<file path="src/rtl/bcd_digit_sequencer_if.sv">
// Control and digit bus of bcd_digit_sequencer; the sequencer sits on the slave side.
// DOWN_COUNT_EN adds the dir control line.
interface bcd_digit_sequencer_if;
  logic       start;
  logic       stop;
  logic       ld;
  logic [3:0] ld_val;
`ifdef DOWN_COUNT_EN
  logic       dir;
`endif
  logic [3:0] digit;
  logic       valid;
  logic       busy;
  logic       done;
  logic       wrap;

  modport master (
`ifdef DOWN_COUNT_EN
    output dir,
`endif
    output start, stop, ld, ld_val,
    input  digit, valid, busy, done, wrap
  );

  modport slave (
`ifdef DOWN_COUNT_EN
    input  dir,
`endif
    input  start, stop, ld, ld_val,
    output digit, valid, busy, done, wrap
  );
endinterface

</file>
<file path="src/rtl/bcd_digit_sequencer.sv">
// Timed BCD digit source stepping 0..LAST_DIGIT every PRESCALE clocks; DOWN_COUNT_EN adds a dir port.
// Latency: busy one edge after start, first step PRESCALE+1 edges later, then one step per PRESCALE edges.
// Backpressure: none; stop pauses in place (HOLD) and a second stop aborts to IDLE.
module bcd_digit_sequencer #(
  parameter int PRESCALE   = 10,
  parameter int LAST_DIGIT = 9,
  parameter int SWEEPS     = 1
) (
  input  logic                 clk,
  input  logic                 rst,
  bcd_digit_sequencer_if.slave bus
);
  localparam int              PW         = (PRESCALE > 1) ? $clog2(PRESCALE) : 1;
  localparam logic [PW-1:0]   PRESC_MAX  = PW'(PRESCALE - 1);
  localparam logic [3:0]      LAST       = 4'(LAST_DIGIT);
  localparam logic [7:0]      SWEEP_GOAL = 8'(SWEEPS);
  localparam bit              ENDLESS    = (SWEEPS == 0);

  typedef enum logic [1:0] {IDLE, RUN, HOLD, DONE} state_t;

  state_t        state_q, state_nxt;
  logic [PW-1:0] presc_q, presc_nxt;
  logic          tick_q, tick_nxt;
  logic [7:0]    sweep_q, sweep_nxt;
  logic [3:0]    digit_q, digit_nxt;
  logic          wrap_q, wrap_nxt;
  logic          valid_q, busy_q, done_q;
  logic          step, at_end, abort, down;
  logic [3:0]    ld_dig;

`ifdef DOWN_COUNT_EN
  assign down = bus.dir;
`else
  assign down = 1'b0;
`endif

  assign ld_dig = (bus.ld_val > LAST) ? 4'd0 : bus.ld_val;

  // tick_q is the registered prescaler carry; the step itself happens on the
  // following RUN edge, which gives the extra cycle of start-to-step latency.
  always_comb begin
    state_nxt = state_q;
    presc_nxt = presc_q;
    tick_nxt  = tick_q;
    sweep_nxt = sweep_q;
    digit_nxt = digit_q;
    wrap_nxt  = 1'b0;
    step      = 1'b0;
    at_end    = 1'b0;
    abort     = 1'b0;

    case (state_q)
      IDLE: begin
        if (bus.start && !bus.stop) begin
          state_nxt = RUN;
          presc_nxt = '0;
          tick_nxt  = 1'b0;
          sweep_nxt = '0;
        end
      end
      RUN: begin
        if (bus.stop) begin
          state_nxt = HOLD;
        end else begin
          presc_nxt = (presc_q == PRESC_MAX) ? '0 : presc_q + 1'b1;
          tick_nxt  = (presc_q == PRESC_MAX);
          step      = tick_q && !bus.ld;
        end
      end
      HOLD: begin
        if (bus.stop) begin
          state_nxt = IDLE;
          digit_nxt = 4'd0;
          presc_nxt = '0;
          tick_nxt  = 1'b0;
          abort     = 1'b1;
        end else if (bus.start) begin
          state_nxt = RUN;
        end
      end
      DONE: begin
        if (bus.stop) begin
          state_nxt = IDLE;
          digit_nxt = 4'd0;
          abort     = 1'b1;
        end else if (bus.start) begin
          state_nxt = RUN;
          digit_nxt = down ? LAST : 4'd0;
          presc_nxt = '0;
          tick_nxt  = 1'b0;
          sweep_nxt = '0;
        end
      end
      default: state_nxt = IDLE;
    endcase

    if (step) begin
      at_end = down ? (digit_q == 4'd0) : (digit_q == LAST);
      if (at_end) begin
        wrap_nxt  = 1'b1;
        sweep_nxt = sweep_q + 8'd1;
        if (!ENDLESS && (sweep_q + 8'd1 == SWEEP_GOAL))
          state_nxt = DONE;
        else
          digit_nxt = down ? LAST : 4'd0;
      end else begin
        digit_nxt = down ? digit_q - 4'd1 : digit_q + 4'd1;
      end
    end

    // A load restarts the prescaler; only an abort to IDLE overrides its digit.
    if (bus.ld) begin
      presc_nxt = '0;
      tick_nxt  = 1'b0;
      if (!abort)
        digit_nxt = ld_dig;
    end
  end

  always_ff @(posedge clk or posedge rst) begin
    if (rst) begin
      state_q <= IDLE;
      presc_q <= '0;
      tick_q  <= 1'b0;
      sweep_q <= '0;
      digit_q <= 4'd0;
      wrap_q  <= 1'b0;
      valid_q <= 1'b0;
      busy_q  <= 1'b0;
      done_q  <= 1'b0;
    end else begin
      state_q <= state_nxt;
      presc_q <= presc_nxt;
      tick_q  <= tick_nxt;
      sweep_q <= sweep_nxt;
      digit_q <= digit_nxt;
      wrap_q  <= wrap_nxt;
      valid_q <= (state_nxt != IDLE);
      busy_q  <= (state_nxt == RUN);
      done_q  <= (state_nxt == DONE);
    end
  end

  assign bus.digit = digit_q;
  assign bus.valid = valid_q;
  assign bus.busy  = busy_q;
  assign bus.done  = done_q;
  assign bus.wrap  = wrap_q;
endmodule

</file>
<file path="src/flat_wrapper.sv">
// flat-port wrapper written by rule: the top's interface ports become plain ports
module bcd_digit_sequencer_flat 
#(
  parameter int PRESCALE   = 10,
  parameter int LAST_DIGIT = 9,
  parameter int SWEEPS     = 1
)
  (clk, rst, bus_start, bus_stop, bus_ld, bus_ld_val, bus_digit, bus_valid, bus_busy, bus_done, bus_wrap);
  bcd_digit_sequencer_if bus_i ();
  input  logic clk;
  input  logic rst;
  input wire logic [$bits(bus_i.start)-1:0] bus_start;
  input wire logic [$bits(bus_i.stop)-1:0] bus_stop;
  input wire logic [$bits(bus_i.ld)-1:0] bus_ld;
  input wire logic [$bits(bus_i.ld_val)-1:0] bus_ld_val;
  output wire logic [$bits(bus_i.digit)-1:0] bus_digit;
  output wire logic [$bits(bus_i.valid)-1:0] bus_valid;
  output wire logic [$bits(bus_i.busy)-1:0] bus_busy;
  output wire logic [$bits(bus_i.done)-1:0] bus_done;
  output wire logic [$bits(bus_i.wrap)-1:0] bus_wrap;
  assign bus_i.start = bus_start;
  assign bus_i.stop = bus_stop;
  assign bus_i.ld = bus_ld;
  assign bus_i.ld_val = bus_ld_val;
  assign bus_digit = bus_i.digit;
  assign bus_valid = bus_i.valid;
  assign bus_busy = bus_i.busy;
  assign bus_done = bus_i.done;
  assign bus_wrap = bus_i.wrap;
  bcd_digit_sequencer #(.PRESCALE(PRESCALE), .LAST_DIGIT(LAST_DIGIT), .SWEEPS(SWEEPS)) u_core (.clk(clk), .rst(rst), .bus(bus_i));
endmodule
</file>
<file path="config.mk">
export PLATFORM = sky130hd
export DESIGN_NAME = bcd_digit_sequencer_flat
export DESIGN_NICKNAME = d
export VERILOG_FILES = /design/src/rtl/bcd_digit_sequencer_if.sv /design/src/rtl/bcd_digit_sequencer.sv /design/src/flat_wrapper.sv
export SDC_FILE = /design/constraint.sdc
export NUM_CORES = 1
export LEC_CHECK = 0
export ABC_AREA = 1
export BUFFER_PORTS_ARGS = -buffer_cell sky130_fd_sc_hd__buf_2
export CAP_MARGIN = 20
export CORE_AREA = 2 2 45 78
export DETAILED_ROUTE_END_ITERATION = 10
export DIE_AREA = 0 0 47 80
export PLACE_DENSITY = 0.73
export SYNTH_ARGS = -nofsm -noshare
export SYNTH_HDL_FRONTEND = slang
export SYNTH_SLANG_ARGS = --single-unit
</file>
<file path="constraint.sdc">
create_clock -name clk -period 2 [get_ports clk]
set_clock_uncertainty 0.2 [all_clocks]
set_input_delay 0.3 -clock clk [delete_from_list [all_inputs] [get_ports clk]]
set_output_delay 0.3 -clock clk [all_outputs]
set_load 0.02 [all_outputs]
</file>
# After elaboration in Yosys (flattened, before gate mapping)
# Cells that the tools add are included.
# W data, S select, Z words.
dict set report classes {
  addsub 3
  n_mul 0
  div 0
  order_cmp 1
  n_eq_ne 13
  shift 0
  muxes 45
  bitwise_logic 0
  n_reduce_logical 8
}
# operator n
set op_table {}
lappend op_table {{$mux W4} 16}
lappend op_table {{$mux W8} 5}
lappend op_table {{$pmux W4 S4} 1}
lappend op_table {{$pmux W8 S2} 1}
lappend op_table {{$mux W2} 7}
lappend op_table {{$mux W1} 12}
lappend op_table {{$ne A3 B3 Y1 const B} 4}
lappend op_table {{$add A4 B1 Y4 const B} 2}
lappend op_table {{$add A8 B1 Y8 const B} 1}
lappend op_table {{$eq A4 B4 Y1 const B} 2}
lappend op_table {{$eq A8 B1 Y1 const B} 1}
lappend op_table {{$pmux W4 S2} 1}
lappend op_table {{$eq A2 B2 Y1 const B} 3}
lappend op_table {{$pmux W2 S3} 1}
lappend op_table {{$reduce_and A5 Y1} 1}
lappend op_table {{$eq A2 B1 Y1 const B} 2}
lappend op_table {{$gt A4 B4 Y1 const B} 1}
lappend op_table {{$pmux W1 S4} 1}
lappend op_table {{$ne A3 B2 Y1 const B} 1}
lappend op_table {{$logic_and A1 B1 Y1} 2}
lappend op_table {{$logic_not A1 Y1} 2}
lappend op_table {{$logic_not A2 Y1} 1}
lappend op_table {{$reduce_bool A2 Y1} 1}
lappend op_table {{$reduce_or A2 Y1} 1}
dict set report totals {
  reg_bits 23
  latchBits 0
  ram_bits 0
  romBits 0
  input_bits 9
  out_inout_bits 8
  wordCells 79
  mem_count 0
}

# Logic depth before layout (Yosys ltp)
# Gate-level depths: netlist of run 1.
dict set report logic_depth {
  depth_word 8
  depth_mapped 12
  mapped_depth_nobuf 12
}

# Worst setup path before layout of run 1
# OpenSTA, ideal clock, no wires.
dict set report synth_timing {
  kind {register to register}
  from {reg u_core.state_q[1]}
  to {reg u_core.digit_q[1] (netlist: u_core.bus.digit[1])}
  setup_time_ps 73
  arrival_ps 1455
  required_ps 1727
  path_slack_ps 272
  path_stages_with_launch 11
  path_buffers 0
  period_less_slack_ps 1728
  cell_sequence {dfrtp_1 inv_1 ha_1 inv_1 nor2_2 nand3_1 nor2_1 inv_1 o21ai_0 inv_1 a21oi_2}
}
dict set report synth_via {
  elab_chain_cells 7
  elab_cells_between_ends 12
  cone_classes {eq/ne (3); mux (8); reduce/logical (1)}
}
# element line_no
set synth_rtl {}
lappend synth_rtl {{start, declared} bcd_digit_sequencer.sv:21} ;# state_t state_q, state_nxt;
lappend synth_rtl {{start signal, assigned} bcd_digit_sequencer.sv:132} ;# state_q <= state_nxt;
lappend synth_rtl {{$eq A2 B2 Y1} bcd_digit_sequencer.sv:52} ;# case (state_q)
lappend synth_rtl {{$pmux W4 S2} bcd_digit_sequencer.sv:52}
lappend synth_rtl {{$mux W4} bcd_digit_sequencer.sv:102} ;# if (!ENDLESS && (sweep_q + 8'd1 == SWEEP_GOAL))
lappend synth_rtl {{$mux W4} bcd_digit_sequencer.sv:99} ;# if (at_end) begin
lappend synth_rtl {{$mux W4} bcd_digit_sequencer.sv:97} ;# if (step) begin
lappend synth_rtl {{$mux W4} bcd_digit_sequencer.sv:115} ;# if (!abort)
lappend synth_rtl {{$mux W4 *} bcd_digit_sequencer.sv:112} ;# if (bus.ld) begin
lappend synth_rtl {{via u_core.digit_nxt[1]} bcd_digit_sequencer.sv:25} ;# logic [3:0] digit_q, digit_nxt;
lappend synth_rtl {{end signal, assigned} bcd_digit_sequencer.sv:136} ;# digit_q <= digit_nxt;
lappend synth_rtl {{end, declared} bcd_digit_sequencer.sv:25}
# Mark *: on every way through the listed nets, which the timed path passes. The rest lies on a longest branch.
# A chain may end at the register's enable or synchronous reset.

# Final worst setup path of run 1
dict set report layout_timing {
  from {reg u_core.state_q[0]}
  to {reg u_core.presc_q[1]}
}
dict set report layout_via {
  elab_chain_cells 3
  elab_cells_between_ends 12
  cone_classes {eq/ne (8); mux (2); reduce/logical (2)}
}
# element line_no
set layout_rtl {}
lappend layout_rtl {{$eq A2 B2 Y1, or another cell as far along} bcd_digit_sequencer.sv:52}
lappend layout_rtl {{$ne A3 B3 Y1 (no source line), or another cell as far along} n/a}
lappend layout_rtl {{$reduce_and A5 Y1 (no source line) / $mux W4 (equally long branches)} n/a}
lappend layout_rtl {{end signal, assigned} bcd_digit_sequencer.sv:133} ;# presc_q <= presc_nxt;
lappend layout_rtl {{end, declared} bcd_digit_sequencer.sv:22} ;# logic [PW-1:0] presc_q, presc_nxt;
# Parallel ways exist; a longest one is shown, timed or not.

==> results_dict.tcl, run 1 <==
set metrics [dict create \
    worst_slew_pin_slew_ns 0.424 \
    dp.cells 254 \
    fp.dieArea_sq_um 3760 \
    cts_made_buffers 3 \
    synthDistinctLibCells 22 \
    grt-busiest-layer "met2" \
    finalCritPeriodShare 0.950 \
    worstPathRequired_ns 1.96 \
    grt_overflow_total 0 \
    vias_per_cell 4.99 \
    grt_util_all_layers 0.191 \
    reg2reg_slack_ns 0.1 \
    start_kind "register" \
    clk_pin_slew_ns 0.08 \
    path_max_fanout 8 \
    combPwrFrac 0.456 \
    slew_viol_final 0 \
    r2r-end "u_core.presc_q[1]" \
    drt-initial-drc-count 32 \
    yosysWarnings 0 \
    dp_hpwl_mm 2.43 \
    drv_cap 0 \
    min_period_ns 1.90 \
    start_util 0.464 \
    p_int_mw 0.975 \
    ant_nets 0 \
    layout.nets 242 \
    drc_errors 0 \
    drive_gt1_frac 0.225 \
    worstHoldStart "bus_ld_val[0]" \
    seq_power_share 0.366 \
    avgSynthCellArea_sq_um 7.47 \
    syn-num-nets 212 \
    ys_ff_latch 23 \
    syn_area_sq_um 1440 \
    wl_per_cell_um 12.1 \
    final_cells 265 \
    p_per_area_nw_per_um2 970 \
    grt_pass1_vias 1295 \
    p_total_mw 1.69 \
    num_rows 27 \
    clk_path_buf_depth 2 \
    die_w_um 47 \
    multiInputGateArea_sq_um 803 \
    r2r-start "u_core.state_q[0]" \
    grt_util_met2 0.355 \
    fmax_mhz 526 \
    antenna_found_initial 0 \
    worst_ir_drop_vdd_mv 0.732 \
    dr.pass1.iters 4 \
    critical_path_class "reg2reg" \
    slew_headroom 0.714 \
    outcome "finished, final reports clean" \
    root_buffer "clkbuf_8" \
    crit_path_end_kind "register" \
    crit_arrival_ns 1.86 \
    wl_mm 3.22 \
    hold_viol 0 \
    routabilityCongestion 0.843 \
    met1_usage 0.216 \
    io_buffers 16 \
    seq_area_sq_um 576 \
    coreArea_sq_um 3110 \
    swShare 0.424 \
    die_h_um 80 \
    finalSetupViolCount 0 \
    p_leak_nw 0.839 \
    p_switching_mw 0.717 \
    grt_pass1_wl_mm 5.40 \
    clkLatencyLatePin_ns 0.27 \
    cts.sinks 23 \
    p_clk_frac 0.178 \
    antenna_cells 0 \
    area_growth_pct 20.9 \
    htreeDepth 1 \
    fillers 313 \
    reg2reg_depth 8 \
    rsz0062_at_grt "yes" \
    seq_area_frac_synth 0.399 \
    use_met3 0.0204 \
    synthCells 193 \
    cts_tree "done" \
    hold_depth 3 \
    num_vias 1323 \
    hp-class "in2reg" \
    grt_max_degree 24 \
    ios 17 \
    min_to "u_core.bus.digit[0]" \
]
## registers in the layout, summed over array words and instances, names as in the netlist
register,cells
u_core.bus.done,1
u_core.sweep_q,8
u_core.tick_q,1
u_core.state_q,2
u_core.bus.valid,1
u_core.bus.digit,4
u_core.bus.busy,1
u_core.presc_q,4
u_core.bus.wrap,1
## worst max-delay path by stage
stage,end,cells past startpoint,start
2_1_floorplan,u_core.bus.digit[1],10,u_core.state_q[1]
3_3_place_gp,u_core.bus.busy,8,u_core.sweep_q[0]
3_5_place_dp,u_core.sweep_q[5],10,u_core.state_q[1]
4_1_cts,u_core.sweep_q[5],10,u_core.state_q[1]
5_1_grt,u_core.presc_q[3],8,u_core.state_q[0]
6_report,u_core.presc_q[1],8,u_core.state_q[0]
## logic make-up after synthesis
group,count (synthesis),share of synthesized area
buffers and inverters,30,0.0781
AND/OR/NAND/NOR,88,0.268
XOR/XNOR,3,0.0182
flip-flops,23,0.399
adder cells (fa/ha/maj),10,0.0867
AO/OA/AOI/OAI,39,0.150
## cells in the mapped netlist
| cell type | number | area share |
|---|---|---|
| nand2_1 | 41 | 0.11 |
| nand3b_1 | 1 | 0.0052 |
| nand4_1 | 4 | 0.017 |
| dfrtp_1 | 23 | 0.40 |
| a21oi_1 | 12 | 0.042 |
| nor3_1 | 3 | 0.010 |
| inv_2 | 1 | 0.0026 |
| inv_1 | 28 | 0.073 |
| o31ai_1 | 1 | 0.0052 |
| nand2_2 | 3 | 0.013 |
| nor2_2 | 4 | 0.017 |
| xnor2_1 | 3 | 0.018 |
| nor2_1 | 15 | 0.039 |
| ha_1 | 10 | 0.087 |
| o21ai_2 | 1 | 0.0061 |
| a21oi_2 | 2 | 0.012 |
| o21ai_1 | 1 | 0.0035 |
| nand3_1 | 17 | 0.059 |
| o21ai_0 | 19 | 0.066 |
| clkinv_1 | 1 | 0.0026 |
| o211ai_1 | 2 | 0.010 |
| o21bai_1 | 1 | 0.0052 |
## cell usage in the layout, fill, tap and decap left out, types with 2 or more instances in the layout
| cell | n |
|---|---|
| a21oi_1 | 11 |
| a21oi_2 | 3 |
| buf_2 | 16 |
| buf_4 | 8 |
| clkbuf_8 | 3 |
| dfrtp_1 | 23 |
| ha_1 | 8 |
| inv_1 | 27 |
| inv_2 | 2 |
| nand2_1 | 39 |
| nand2_2 | 5 |
| nand3_1 | 16 |
| nand4_1 | 4 |
| nor2_1 | 12 |
| nor2_2 | 6 |
| nor3_1 | 3 |
| o211ai_1 | 2 |
| o21ai_0 | 19 |
| xnor2_1 | 2 |
## through the flow
stage          worst slack [ns]  TNS (ns)  hold WS [ns]  instance area (sq um)  utilization
2_1_floorplan             0.272         0         0.102                   1440            -
3_3_place_gp              0.110         0         0.157                   1590        0.512
3_5_place_dp            0.00685         0         0.164                   1590        0.512
4_1_cts                  0.0124         0        0.0979                   1650        0.530
5_1_grt                 -0.0238    -0.141         0.110                   1740        0.561
6_report                 0.0992         0        0.0947                   1740        0.561
## timing repair
action | in CTS | in global routing
hold buffers | 1 | 0
endpoints found under the setup margin | 0 | 19
gates resized for setup | 0 | 14
setup buffers | 0 | 6
endpoints found under the hold margin | 23 | 0
## final cells by class
type	instances	area share
inverter	30	0.0667
tap	43	0.0308
multi-input combinational	140	0.461
clock buffer	4	0.0258
timing repair buffer	25	0.0861
sequential	23	0.330
## power groups by stage
stage / sequential [mW] / combinational (mW) / clock (mW)
final: 0.619 / 0.772 / 0.301
after global routing: 0.633 / 0.881 / 0.324
after CTS: 0.618 / 0.698 / 0.302
after detailed placement: 0.628 / 0.694 / 0
after global placement: 0.624 / 0.685 / 0
after floorplan: 0.671 / 0.455 / 0
## critical path: stages, from the launching register on
cell and delay, ns:
dfrtp_1 0.43, inv_1 0.10, ha_1 0.24, o21ai_2 0.09
o211ai_1 0.29, nand2_2 0.17, buf_4 0.17, nand2_1 0.04
o21ai_0 0.07
## metal layers
metal,wire [um],share of wire,up-vias
li1,-,-,685
met1,1300,0.40,622
met2,1840,0.57,11
met3,43,0.013,5
met4,32,0.0099,0
met5,0,0,-
No activity file was read; power rests on OpenSTA's default activity.
==> run 2: changes to the inputs <==
--- a/config.mk
+++ b/config.mk
@@ -6,12 +6,12 @@
 export NUM_CORES = 1
 export LEC_CHECK = 0
 export ABC_AREA = 1
-export BUFFER_PORTS_ARGS = -buffer_cell sky130_fd_sc_hd__buf_2
 export CAP_MARGIN = 20
-export CORE_AREA = 2 2 45 78
+export CORE_AREA = 2 2 40 69
 export DETAILED_ROUTE_END_ITERATION = 10
-export DIE_AREA = 0 0 47 80
-export PLACE_DENSITY = 0.73
+export DIE_AREA = 0 0 42 71
+export DONT_BUFFER_PORTS = 1
+export PLACE_DENSITY = 0.83
 export SYNTH_ARGS = -nofsm -noshare
 export SYNTH_HDL_FRONTEND = slang
 export SYNTH_SLANG_ARGS = --single-unit
==> run 2 against run 1 <==
- sequential power increased by 2%
- die area decreased by 21%
- largest cell class unchanged
- critical path type unchanged
- cell count decreased by 11%
- sequential share of layout area increased by 1.5 points
- global-route usage increased by 4.6 points
- fmax increased by 0.36%
- worst hold slack got worse by 0.083 ns
- clock power decreased by 5%
- count of clock-buffer cells in the layout unchanged
- non-clock buffer count decreased by 13
- combinational power decreased by 1%
- critical path depth unchanged
- highest routed layer unchanged
==> results_dict.tcl, run 2 (synthesized netlist as in run 1, its figures left out) <==
set metrics [dict create \
    setup_slack_ns 0.106 \
    slew_viol_final 0 \
    worstPathRequired_ns 1.96 \
    min_period_ns 1.89 \
    routabilityCongestion 0.917 \
    path_delay_family "flip-flops" \
    antenna_cells 0 \
    layout.nets 229 \
    coreArea_sq_um 2430 \
    post-route-cell-area_sq_um 1670 \
    final_common_cell "nand2_1" \
    grt_overflow_total 0 \
    num_rows 24 \
    cts_made_buffers 3 \
    dp_hpwl_mm 2.50 \
    clkLatencyLatePin_ns 0.27 \
    hp-class "in2reg" \
    fillers 200 \
    wl_per_cell_um 14.6 \
    grt_pass1_vias 1385 \
    finalCritPeriodShare 0.947 \
    clk_path_buf_depth 2 \
    fmax_mhz 528 \
    drive_gt1_frac 0.172 \
    die_h_um 71 \
    crit_path_top_delay_cell "dfrtp_1" \
    ant_nets 0 \
    area_growth_pct 15.8 \
    post-place-ws_ns 0.00452 \
    largest_reg_flops 8 \
    worst-path-buf-inv 2 \
    root_buffer "clkbuf_8" \
    p_leak_nw 0.788 \
    critical_path_class "reg2reg" \
    drt-initial-drc-count 55 \
    antenna_found_initial 0 \
    final_cell_mix "nand2_1, inv_1, dfrtp_1, o21ai_0, nand3_1" \
    slew_headroom 0.638 \
    dr.pass1.iters 4 \
    worst_ir_drop_vdd_mv 0.585 \
    finalSetupViolCount 0 \
    cts.sinks 23 \
    crit_arrival_ns 1.85 \
    die_w_um 42 \
    cts_tree "done" \
    final_util 0.687 \
    max_flop_register "u_core.sweep_q" \
    start_util 0.593 \
    crit_path_cell_trace "inv_1, ha_1, o21ai_2, o211ai_1, nand2_2, buf_4, nand2_1, a21oi_1" \
    slowest_delay_ns 0.43 \
    grt_max_degree 15 \
    worst_slew_pin_slew_ns 0.537 \
    vias_per_cell 5.86 \
    rsz0062_at_grt "yes" \
    crit_path_end_kind "register" \
    grt_util_all_layers 0.237 \
    htreeDepth 1 \
    clk_pin_slew_ns 0.08 \
    outcome "finished, final reports clean" \
    fp.dieArea_sq_um 2980 \
    drv_cap 0 \
    drc_errors 0 \
    p_per_area_nw_per_um2 1010 \
    num_vias 1376 \
    path_max_fanout 8 \
    ios 17 \
    io_buffers 0 \
    start_kind "register" \
    hold_viol 0 \
    grt_pass1_wl_mm 5.55 \
    wl_mm 3.44 \
    post_dp_cell_area_sq_um 1520 \
]
## run 2: changes by cell type in the layout (fill, tap and decap cells not counted)
cell	change
clkinvlp_4	-1
dfrtp_2	+1
buf_4	+2
nor2_2	-2
nor2_4	+1
o21ai_0	-1
nor2_1	+1
buf_2	-16
dfrtp_1	-1
o21ai_1	+1
inv_4	+1
dlygate4sd3_1	+1
## run 2: cell type report
type                            count  area [sq um]  share of cell area
Inverter                           30           115              0.0689
Clock buffer                        4          45.0              0.0270
Tap cell                           26          32.5              0.0195
Timing Repair Buffer               12          95.1              0.0569
Multi-Input combinational cell    140           806               0.482
Sequential cell                    23           577               0.345
## run 2: stage by stage
step / hold slack (ns) / total power [mW] / setup TNS [ns] / instances
6_report: 0.0114 / 1.68 / 0 / 235
3_5_place_dp: -0.0216 / 1.31 / 0 / 225
3_3_place_gp: -0.0333 / 1.28 / 0 / 225
2_1_floorplan: 0.102 / 1.13 / 0 / 193
4_1_cts: 0.000755 / 1.59 / 0 / 230
5_1_grt: 0.00580 / 1.83 / -0.203 / 235
## run 2: path summary, 6_finish.rpt
check                                  start                   to  slack, ns  cells past startpoint
setup / recovery           u_core.state_q[0]    u_core.presc_q[2]       0.11                      8
hold / removal                 bus_ld_val[0]  u_core.bus.digit[0]       0.01                      2
min in group asynchronous                rst    u_core.sweep_q[6]       0.25                      2
hold reg to reg            u_core.sweep_q[0]    u_core.sweep_q[0]       0.34                      1
max in group asynchronous                rst    u_core.sweep_q[0]       0.82                      3
setup reg to reg           u_core.state_q[0]    u_core.presc_q[2]       0.11                      8
## run 2: per-layer routing
metal	global-route usage	vias up	routed length [um]
li1	-	657	-
met1	0.242	662	1220
met2	0.434	46	2010
met3	0.0485	11	125
met4	0.133	0	84
met5	0	-	0
## run 2: where the power goes
part | leakage [nW] | internal (mW) | switching, mW
Clock | 0.0228 | 0.142 | 0.143
Combinational | 0.457 | 0.279 | 0.483
Sequential | 0.308 | 0.545 | 0.0892
## run 2: timing repair
| action | 4_1_cts | 5_1_grt |
|---|---|---|
| buffers inserted | 0 | 4 |
| gates resized for setup | 1 | 16 |
| setup endpoints to repair | 1 | 16 |
| pin swaps | 0 | 1 |
| endpoints found under the hold margin | 9 | 1 |
| hold buffers | 1 | 1 |
==> run 3: changes to the inputs <==
--- a/config.mk
+++ b/config.mk
@@ -7,11 +7,11 @@
 export LEC_CHECK = 0
 export ABC_AREA = 1
 export CAP_MARGIN = 20
-export CORE_AREA = 2 2 40 69
+export CORE_AREA = 2 2 56 97
 export DETAILED_ROUTE_END_ITERATION = 10
-export DIE_AREA = 0 0 42 71
+export DIE_AREA = 0 0 58 99
 export DONT_BUFFER_PORTS = 1
-export PLACE_DENSITY = 0.83
+export PLACE_DENSITY = 0.51
 export SYNTH_ARGS = -nofsm -noshare
 export SYNTH_HDL_FRONTEND = slang
 export SYNTH_SLANG_ARGS = --single-unit
==> run 3 against run 2 <==
- core utilization decreased by 34 points
- cell area increased by 2.7%
- clock power increased by 2%
- sequential cell count unchanged
- first-iteration DRC count decreased by 33%
- combinational power increased by 1%
- fmax decreased by 0.58%
- power increased by 0.70%
- global-route usage decreased by 11 points
- cell count increased by 14%
- critical path depth unchanged
- largest cell class unchanged
==> results_dict.tcl, run 3 (synthesized netlist as in run 1, its figures left out) <==
set metrics [dict create \
    outcome "finished, final reports clean" \
    grt_util_all_layers 0.125 \
    drv_cap 0 \
    crit_path_cell_trace "ha_1, o21ai_2, o211ai_1, buf_4, nand2_2, nand2_1, o21ai_0, a21oi_1" \
    hp-class "in2reg" \
    slowest_delay_ns 0.42 \
    die_h_um 99 \
    routabilityCongestion 0.799 \
    min_period_ns 1.90 \
    rsz0062_at_grt "yes" \
    p_leak_nw 0.806 \
    dr_wl_met3_um 107 \
    largest_reg_flops 8 \
    seq_power_share 0.371 \
    layout.nets 233 \
    wl_mm 3.30 \
    drive_gt1_frac 0.183 \
    p_per_area_nw_per_um2 986 \
    io_buffers 0 \
    final_util 0.348 \
    crit_arrival_ns 1.86 \
    start_util 0.292 \
    worst_ir_drop_vdd_mv 0.454 \
    wl_per_cell_um 12.4 \
    dr.pass1.iters 4 \
    coreArea_sq_um 4930 \
    p_switching_mw 0.707 \
    fp.dieArea_sq_um 5740 \
    start_kind "register" \
    grt_overflow_total 0 \
    grt_pass1_wl_mm 5.64 \
    path_max_fanout 6 \
    grt_pass1_vias 1335 \
    met1_length_mm 1.27 \
    slew_viol_final 0 \
    post-place-ws_ns 0.0823 \
    fillers 528 \
    crit_path_top_delay_cell "dfrtp_1" \
    final_common_cell "nand2_1" \
    fmax_mhz 525 \
    worst_slew_pin_slew_ns 0.302 \
    die_w_um 58 \
    num_vias 1306 \
    final_cell_mix "nand2_1, inv_1, dfrtp_1, o21ai_0, nand3_1" \
    cts_tree "done" \
    vias_per_cell 4.89 \
    hold_viol 0 \
    finalSetupViolCount 0 \
    antenna_found_initial 0 \
    clkLatencyLatePin_ns 0.27 \
    p_clk_frac 0.172 \
    area_growth_pct 18.9 \
    setup_slack_ns 0.0950 \
    top_layer_used "met4" \
    dp_hpwl_mm 2.63 \
    wl_met2_mm 1.82 \
    antenna_cells 0 \
    p_int_mw 0.985 \
    cts.sinks 23 \
    clk_pin_slew_ns 0.09 \
    cts_made_buffers 3 \
    critical_path_class "reg2reg" \
    root_buffer "clkbuf_8" \
    ios 17 \
    clk_path_buf_depth 2 \
    drc_errors 0 \
    htreeDepth 1 \
    combPwrFrac 0.457 \
    max_flop_register "u_core.sweep_q" \
    ant_nets 0 \
    drt-initial-drc-count 37 \
    num_rows 34 \
    slew_headroom 0.799 \
    swShare 0.418 \
    crit_path_end_kind "register" \
    worstPathRequired_ns 1.96 \
    finalCritPeriodShare 0.952 \
    grt_max_degree 24 \
]
## run 3: cell count changes in the layout (fill, tap and decap cells not counted), sizes merged
cell,previous run,this run
buf,10,13
clkbuf,4,3
clkinv,0,1
nand2,44,45
## run 3: worst paths after layout
path                                        start                  end  slack [ns]  cells after the start
min in group asynchronous                     rst      u_core.bus.busy        0.31                      3
max in group asynchronous                     rst    u_core.sweep_q[1]        1.04                      3
worst min-delay path                bus_ld_val[0]  u_core.bus.digit[0]        0.01                      2
worst max register to register  u_core.state_q[0]    u_core.presc_q[3]         0.1                      8
worst min register to register  u_core.presc_q[3]    u_core.presc_q[3]        0.34                      2
worst max-delay path            u_core.state_q[0]    u_core.presc_q[3]         0.1                      8
## run 3: repair_timing
action,4_1_cts,5_1_grt
buffers inserted,0,2
hold endpoints to repair,23,1
resized for setup,0,12
hold buffers,1,1
endpoints found under the setup margin,0,14
## run 3: critical path, delay by kind of cell, from the launching register on
| kind | cells | cell delay, ns |
|---|---|---|
| AND/OR/NAND/NOR | 2 | 0.18 |
| adder cells (fa/ha/maj) | 1 | 0.30 |
| AO/OA/AOI/OAI | 4 | 0.55 |
| flip-flops | 1 | 0.42 |
| buffers and inverters | 1 | 0.16 |
## run 3: layout make-up
class                      count  area (sq um)  area share
inverter                      30           113      0.0656
clock buffer                   3          41.3      0.0241
sequential                    23           577       0.336
clock inverter                 1          5.00     0.00292
multi-input combinational    141           795       0.463
tap                           54          67.6      0.0394
timing repair buffer          15           118      0.0686
## run 3: layer usage
layer	vias up	global-route usage
met2	20	0.236
met5	-	0
met3	10	0.0223
met4	0	0.0626
met1	609	0.124
li1	667	-
## run 3: power by group through the flow
stage          clock network (mW)  registers, mW  logic, mW
6_report                    0.292          0.628      0.773
5_1_grt                     0.329          0.639      0.878
4_1_cts                     0.302          0.629      0.711
3_5_place_dp                    0          0.638      0.707
3_3_place_gp                    0          0.636      0.705
2_1_floorplan                   0          0.671      0.455
## run 3: through the flow
stage / instance area (sq um) / hold slack [ns] / setup TNS (ns) / instances / total power [mW]
after floorplan: 1440 / 0.102 / 0 / 193 / 1.13
after global placement: 1590 / 0.0597 / 0 / 258 / 1.34
after detailed placement: 1590 / 0.0635 / 0 / 258 / 1.35
after CTS: 1650 / 0.00103 / 0 / 263 / 1.64
after global routing: 1720 / 0.00906 / -0.00406 / 267 / 1.85
final: 1720 / 0.0104 / 0 / 267 / 1.69
